### config.mk
export PLATFORM = sky130hd
export DESIGN_NAME = pvzbackground_fetch_flat
export DESIGN_NICKNAME = d
export VERILOG_FILES = /design/src/rtl/pvzbackground_fetch_pkg.sv /design/src/rtl/pvzbackground_fetch_if.sv /design/src/rtl/pvzbackground_fetch_pan_ctrl.sv /design/src/rtl/pvzbackground_fetch.sv /design/src/flat_wrapper.sv
export SDC_FILE = /design/constraint.sdc
export NUM_CORES = 1
export LEC_CHECK = 0
export CAP_MARGIN = 20
export CORE_MARGIN = 2
export CORE_UTILIZATION = 43
export CTS_CLUSTER_SIZE = 40
export DETAILED_ROUTE_END_ITERATION = 7
export PLACE_DENSITY_LB_ADDON = 0.25
export SYNTH_ARGS = -nofsm -noshare
export SYNTH_HDL_FRONTEND = slang
export SYNTH_SLANG_ARGS = --single-unit
### constraint.sdc
create_clock -name Clk -period 3.64 [get_ports Clk]
set_input_delay 0.728 -clock Clk [delete_from_list [all_inputs] [get_ports Clk]]
set_output_delay 0.728 -clock Clk [all_outputs]
set_load 0.03 [all_outputs]
### src/rtl/pvzbackground_fetch_pkg.sv
// Shared constants and types for the background fetch stage and its camera pan controller.
package pvz_bg_pkg;
    localparam int SRC_W       = 400;
    localparam int SRC_H       = 240;
    localparam int SCALE_SHIFT = 1;
    localparam int PAN_MAX     = 80;
    localparam int HOLD_FRAMES = 120;
    localparam int ADDR_W      = 17;
    localparam int LATENCY     = 3;

    typedef enum logic [1:0] {
        PLAY,
        PAN_OUT,
        HOLD,
        PAN_BACK
    } pan_state_t;
endpackage

### src/rtl/pvzbackground_fetch_if.sv
// Pixel-position, ROM and pan-control signals between the VGA side and the background fetch.
interface pvzbackground_fetch_if;
    import pvz_bg_pkg::*;

    logic              frame_start;
    logic              start_pan;
    logic [9:0]        drawX;
    logic [9:0]        drawY;
    logic              blank_n;
    logic [ADDR_W-1:0] rom_addr;
    logic [3:0]        rom_data;
    logic [3:0]        index;
    logic              index_valid;
    logic [7:0]        scroll_x;
    logic              pan_busy;

    modport master (
        output frame_start, start_pan, drawX, drawY, blank_n, rom_data,
        input  rom_addr, index, index_valid, scroll_x, pan_busy
    );

    modport slave (
        input  frame_start, start_pan, drawX, drawY, blank_n, rom_data,
        output rom_addr, index, index_valid, scroll_x, pan_busy
    );
endinterface

### src/rtl/pvzbackground_fetch_pan_ctrl.sv
// Level-intro camera pan: slide right to PAN_MAX, hold for HOLD_FRAMES frames, slide back.
module pvzbackground_pan_ctrl
    import pvz_bg_pkg::*;
(
    input  logic       Clk,
    input  logic       Reset,
    input  logic       frame_start,
    input  logic       start_pan,
    output logic [7:0] scroll_x,
    output logic       pan_busy
);
    localparam logic [7:0] PAN_LIM = 8'(PAN_MAX);
    localparam logic [7:0] HOLD_N  = 8'(HOLD_FRAMES);

    pan_state_t state, state_nxt;
    logic [7:0] scroll_nxt;
    logic [7:0] hold_cnt, hold_nxt;

    always_ff @(posedge Clk or posedge Reset) begin
        if (Reset) begin
            state    <= PLAY;
            scroll_x <= '0;
            hold_cnt <= '0;
            pan_busy <= 1'b0;
        end else begin
            state    <= state_nxt;
            scroll_x <= scroll_nxt;
            hold_cnt <= hold_nxt;
            pan_busy <= (state_nxt != PLAY);
        end
    end

    // scroll_x only moves on frame_start so a frame is never drawn with two offsets
    always_comb begin
        state_nxt  = state;
        scroll_nxt = scroll_x;
        hold_nxt   = hold_cnt;
        case (state)
            PLAY: begin
                if (start_pan) state_nxt = PAN_OUT;
            end
            PAN_OUT: begin
                if (frame_start) begin
                    if (scroll_x >= PAN_LIM) begin
                        state_nxt = HOLD;
                        hold_nxt  = '0;
                    end else begin
                        scroll_nxt = scroll_x + 8'd1;
                        if (scroll_x + 8'd1 == PAN_LIM) begin
                            state_nxt = HOLD;
                            hold_nxt  = '0;
                        end
                    end
                end
            end
            HOLD: begin
                if (frame_start) begin
                    hold_nxt = hold_cnt + 8'd1;
                    if (hold_cnt + 8'd1 == HOLD_N) state_nxt = PAN_BACK;
                end
            end
            PAN_BACK: begin
                if (frame_start) begin
                    if (scroll_x == 8'd0) begin
                        state_nxt = PLAY;
                    end else begin
                        scroll_nxt = scroll_x - 8'd1;
                        if (scroll_x == 8'd1) state_nxt = PLAY;
                    end
                end
            end
            default: state_nxt = PLAY;
        endcase
    end
endmodule

### src/rtl/pvzbackground_fetch.sv
// Maps screen (drawX,drawY) to a scaled, scrolled background ROM address and returns
// the palette index three cycles later, alongside a valid flag for active pixels.
module pvzbackground_fetch
    import pvz_bg_pkg::*;
(
    input  logic                 Clk,
    input  logic                 Reset,
    pvzbackground_fetch_if.slave bus
);
    logic [7:0]        scroll_x;
    logic              pan_busy;
    logic [9:0]        sx_sum;
    logic [8:0]        sy_div;
    logic [8:0]        src_x;
    logic [7:0]        src_y;
    logic [ADDR_W-1:0] addr_p0;
    logic [ADDR_W-1:0] rom_addr_p1;
    logic              vld_p1, vld_p2, vld_p3;
    logic [3:0]        index_p3;

    function automatic logic [8:0] clamp_x(input logic [9:0] v);
        if (v > 10'(SRC_W - 1)) return 9'(SRC_W - 1);
        return v[8:0];
    endfunction

    function automatic logic [7:0] clamp_y(input logic [8:0] v);
        if (v > 9'(SRC_H - 1)) return 8'(SRC_H - 1);
        return v[7:0];
    endfunction

    pvzbackground_pan_ctrl u_pan (
        .Clk        (Clk),
        .Reset      (Reset),
        .frame_start(bus.frame_start),
        .start_pan  (bus.start_pan),
        .scroll_x   (scroll_x),
        .pan_busy   (pan_busy)
    );

    // Stage 0: screen to source coordinates, clamped to the image edge
    always_comb begin
        sx_sum  = 10'(bus.drawX >> SCALE_SHIFT) + {2'b00, scroll_x};
        sy_div  = 9'(bus.drawY >> SCALE_SHIFT);
        src_x   = clamp_x(sx_sum);
        src_y   = clamp_y(sy_div);
        addr_p0 = ADDR_W'(src_y) * ADDR_W'(SRC_W) + ADDR_W'(src_x);
    end

    // Stage 1: address to ROM; stage 2: ROM read in flight; stage 3: index out
    always_ff @(posedge Clk or posedge Reset) begin
        if (Reset) begin
            rom_addr_p1 <= '0;
            vld_p1      <= 1'b0;
            vld_p2      <= 1'b0;
            vld_p3      <= 1'b0;
            index_p3    <= '0;
        end else begin
            rom_addr_p1 <= addr_p0;
            vld_p1      <= bus.blank_n;
            vld_p2      <= vld_p1;
            vld_p3      <= vld_p2;
            index_p3    <= vld_p2 ? bus.rom_data : 4'd0;
        end
    end

    assign bus.rom_addr    = rom_addr_p1;
    assign bus.index       = index_p3;
    assign bus.index_valid = vld_p3;
    assign bus.scroll_x    = scroll_x;
    assign bus.pan_busy    = pan_busy;
endmodule

### src/flat_wrapper.sv
// flat-port wrapper written by rule: the top's interface ports become plain ports
module pvzbackground_fetch_flat import pvz_bg_pkg::*;
  (Clk, Reset, bus_frame_start, bus_start_pan, bus_drawX, bus_drawY, bus_blank_n, bus_rom_data, bus_rom_addr, bus_index, bus_index_valid, bus_scroll_x, bus_pan_busy);
  pvzbackground_fetch_if bus_i ();
  input  logic Clk;
  input  logic Reset;
  input wire logic [$bits(bus_i.frame_start)-1:0] bus_frame_start;
  input wire logic [$bits(bus_i.start_pan)-1:0] bus_start_pan;
  input wire logic [$bits(bus_i.drawX)-1:0] bus_drawX;
  input wire logic [$bits(bus_i.drawY)-1:0] bus_drawY;
  input wire logic [$bits(bus_i.blank_n)-1:0] bus_blank_n;
  input wire logic [$bits(bus_i.rom_data)-1:0] bus_rom_data;
  output wire logic [$bits(bus_i.rom_addr)-1:0] bus_rom_addr;
  output wire logic [$bits(bus_i.index)-1:0] bus_index;
  output wire logic [$bits(bus_i.index_valid)-1:0] bus_index_valid;
  output wire logic [$bits(bus_i.scroll_x)-1:0] bus_scroll_x;
  output wire logic [$bits(bus_i.pan_busy)-1:0] bus_pan_busy;
  assign bus_i.frame_start = bus_frame_start;
  assign bus_i.start_pan = bus_start_pan;
  assign bus_i.drawX = bus_drawX;
  assign bus_i.drawY = bus_drawY;
  assign bus_i.blank_n = bus_blank_n;
  assign bus_i.rom_data = bus_rom_data;
  assign bus_rom_addr = bus_i.rom_addr;
  assign bus_index = bus_i.index;
  assign bus_index_valid = bus_i.index_valid;
  assign bus_scroll_x = bus_i.scroll_x;
  assign bus_pan_busy = bus_i.pan_busy;
  pvzbackground_fetch u_core (.Clk(Clk), .Reset(Reset), .bus(bus_i));
endmodule
==> results.sh <==
export IMPL_max_freq_ghz=0.275
export IMPL_dp_cells=602
export IMPL_clkLatencyLatePin_ns=0.29
export IMPL_synth_cell_types=70
export IMPL_grt_ovfl_total=0
export IMPL_synth_ff_type="dfrtp_1"
export IMPL_fin_area_mm2=0.00522
export IMPL_reg2reg_slack_ns=0.43
export IMPL_area_growth_syn_to_layout_pct=47.0
export IMPL_ios=60
export IMPL_finalCritPeriodShare=1.00
export IMPL_numCtsBuffers=5
export IMPL_crit_type="in2reg"
export IMPL_cts_tree="built"
export IMPL_totalWireLength_um=8400
export IMPL_syn_num_nets=452
export IMPL_grt_pass1_wl_um=13700
export IMPL_status="completed"
export IMPL_fp_coreArea_mm2=0.00809
export IMPL_leakage_nw=2.34
export IMPL_min_path_cells=0
export IMPL_cap_viol_max_count=0
export IMPL_crit_path_start_kind="input pin"
export IMPL_synthCells=374
export IMPL_globalplace_congestion=0.845
export IMPL_dp_hpwl_um=6420
export IMPL_slew_headroom=0.484
export IMPL_period_minus_slack_ns=3.64
export IMPL_worstMarginPinSlew_ns=0.770
export IMPL_hold_viol=0
export IMPL_htree_levels=2
export IMPL_ys_seq_area_frac=0.303
export IMPL_ant_nets=0
export IMPL_netlist_area_mm2=0.00355
export IMPL_finClkSkew_ns=0.00924
export IMPL_critPathCaptureType="flip-flop"
export IMPL_synth_edf_count=0
export IMPL_p_per_area_mw_per_mm2=862
export IMPL_reg2regPathDepth=15
export IMPL_clock_sinks=43
export IMPL_via_per_inst=5.12
export IMPL_row_count=33
export IMPL_hp_class="reg2reg"
export IMPL_critPathArrivalTime_ns=3.82
export IMPL_initial_core_util=0.439
export IMPL_wl_per_cell_um=13.6
export IMPL_crit_required_ns=3.82
export IMPL_rsz0062_at_grt="yes"
export IMPL_grt_antenna_before_repair=0
export IMPL_path_max_fanout=5
export IMPL_layout_nets=591
export IMPL_async_reset_ff_frac=1.00
export IMPL_hold_end="u_core.vld_p2"
export IMPL_utilization=0.645
export IMPL_synth_seq_cells=43
export IMPL_antenna_cells=0
export IMPL_dr_pass1_iters=4
export IMPL_port_buffers=57
export IMPL_final_max_slew_viol_count=0
export IMPL_drtIter0Drc=65
export IMPL_stdcell_count=619
export IMPL_cts_reportedPaths_clkPinSlew_ns=0.08
export IMPL_hold_slack_ns=0.375
export IMPL_cts_hold_buf=0
export IMPL_final_cell_mix="buf_4, clkdlybuf4s50_1, dfrtp_1, ha_1, inv_1"
export IMPL_grt_pass1_vias=3161
export IMPL_hp_start="u_core.vld_p1"
export IMPL_r2r_start="u_core.u_pan.scroll_x[0]"
export IMPL_die_w_um=94.9
export IMPL_grt_max_degree=24
export IMPL_cts_root_buffer="clkbuf_8"
export IMPL_regArea_mm2=0.00108
export IMPL_layout_drive_gt1_share=0.327
export IMPL_drc=0
export IMPL_setup_viol=0
export IMPL_final_common_cell="buf_4"
export IMPL_yosys_warnings=0
export IMPL_num_fill_cells=675
export IMPL_dr_total_vias=3171
export IMPL_cts_buffer_depth=2
export IMPL_die_area_mm2=0.00900
export IMPL_peakVddDrop_v=0.000634
export IMPL_r2r_end="u_core.bus.rom_addr[16]"
export IMPL_track_usage=0.189
export IMPL_avgSynthCellArea_um2=9.50
export IMPL_multi_input_area_mm2=0.00260
export IMPL_dieHeight_um=94.9
export IMPL_placed_cell_area_mm2=0.00481
## metal layers
layer / share of wire / GRT usage
met1: 0.46 / 0.249
met3: 0.031 / 0.0176
met2: 0.50 / 0.336
met4: 0.0077 / 0.0423
met5: 0 / 0
## Yosys cell counts (3+ instances only)
library cell	count	area [um^2]
xnor2_1	15	131
nor2_1	24	90.1
nor2_2	4	25.0
o21a_1	5	37.5
or3_1	3	18.8
and3_1	4	25.0
nand4_1	5	31.3
or2_2	5	31.3
xor2_1	13	114
nor2b_1	5	31.3
o21ai_2	4	35.0
nand3_1	18	90.1
o22a_1	3	26.3
nand2_1	25	93.8
dfrtp_1	43	1080
nor3_1	3	15.0
a21oi_1	20	100
inv_1	31	116
fa_1	4	80.1
nand2b_1	10	62.6
ha_1	45	563
clkbuf_1	3	11.3
o2111ai_1	4	35.0
and2_1	9	56.3
o21ai_0	16	80.1
## how the worst max path moves through the flow
stage,from,to,slack (ns),depth (start not counted)
global route,bus_drawY[5],u_core.bus.rom_addr[16],-0.14,18
CTS,bus_drawX[5],u_core.bus.rom_addr[9],0.002,15
finish,bus_drawY[5],u_core.bus.rom_addr[15],0.0003,18
floorplan,bus_drawY[8],u_core.bus.rom_addr[16],-0.14,16
detailed placement,bus_drawY[8],u_core.bus.rom_addr[16],-0.80,18
global placement,bus_drawY[8],u_core.bus.rom_addr[16],-0.69,16
## metrics by stage
stage / power [mW] / TNS (ns) / worst slack [ns]
floorplan: 2.67 / -0.190 / -0.140
global placement: 3.74 / -5.01 / -0.691
detailed placement: 3.79 / -5.39 / -0.796
CTS: 4.38 / 0 / 0.00210
global route: 4.84 / -0.323 / -0.140
finish: 4.50 / 0 / 0.000285
## worst max-delay path, cell delays in order
cell and delay, ns:
buf_8 0.10, a41oi_4 0.26, and2b_2 0.23, inv_2 0.05, ha_4 0.24, ha_4 0.26, inv_2 0.03, fa_1 0.52
inv_2 0.05, ha_4 0.30, nand3_4 0.08, o2111ai_2 0.19, xor2_1 0.21, nand4_1 0.12, nor2_1 0.14, buf_4 0.13
o21ai_2 0.05, xnor2_1 0.13
## what timing repair did
action                     4_1_cts  5_1_grt
setup endpoints to repair        8        8
resized for setup               50       19
gates cloned                     0        0
hold endpoints to repair         0        0
pin swaps                       31       13
setup buffers                    7        2
## sequential cells by signal (all words and copies together) (netlist names)
signal / count
u_core.vld_p2: 1
u_core.u_pan.pan_busy: 1
u_core.vld_p1: 1
u_core.bus.rom_addr: 17
u_core.u_pan.scroll_x: 8
u_core.bus.index: 4
u_core.bus.index_valid: 1
u_core.u_pan.state: 2
u_core.u_pan.hold_cnt: 8
## area by class of cell
| cell class | count | share of cell area |
|---|---|---|
| Clock buffer | 6 | 0.0139 |
| Clock inverter | 2 | 0.0115 |
| Inverter | 32 | 0.0230 |
| Multi-Input combinational cell | 294 | 0.497 |
| Sequential cell | 43 | 0.206 |
| Tap cell | 105 | 0.0252 |
| Timing Repair Buffer | 137 | 0.223 |
## report_power, final
group          switching [mW]  total (mW)  leakage [nW]  internal, mW
clock network           0.172       0.446        0.0654         0.274
registers               0.125       0.780         0.521         0.655
logic                    1.63        3.27          1.75          1.64
total                    1.93        4.50          2.34          2.57
## logic make-up (layout without fill, tap and decap cells)
family | Yosys count | after routing | synth area share
compound gates | 88 | 88 | 0.203
xor+xnor | 30 | 30 | 0.0814
fa+ha+maj | 49 | 49 | 0.181
buf+inv | 37 | 177 | 0.0416
flops | 43 | 43 | 0.303
mux | 1 | 1 | 0.00282
simple gates | 126 | 126 | 0.187
Note: power is estimated with default switching activity, not from simulation.
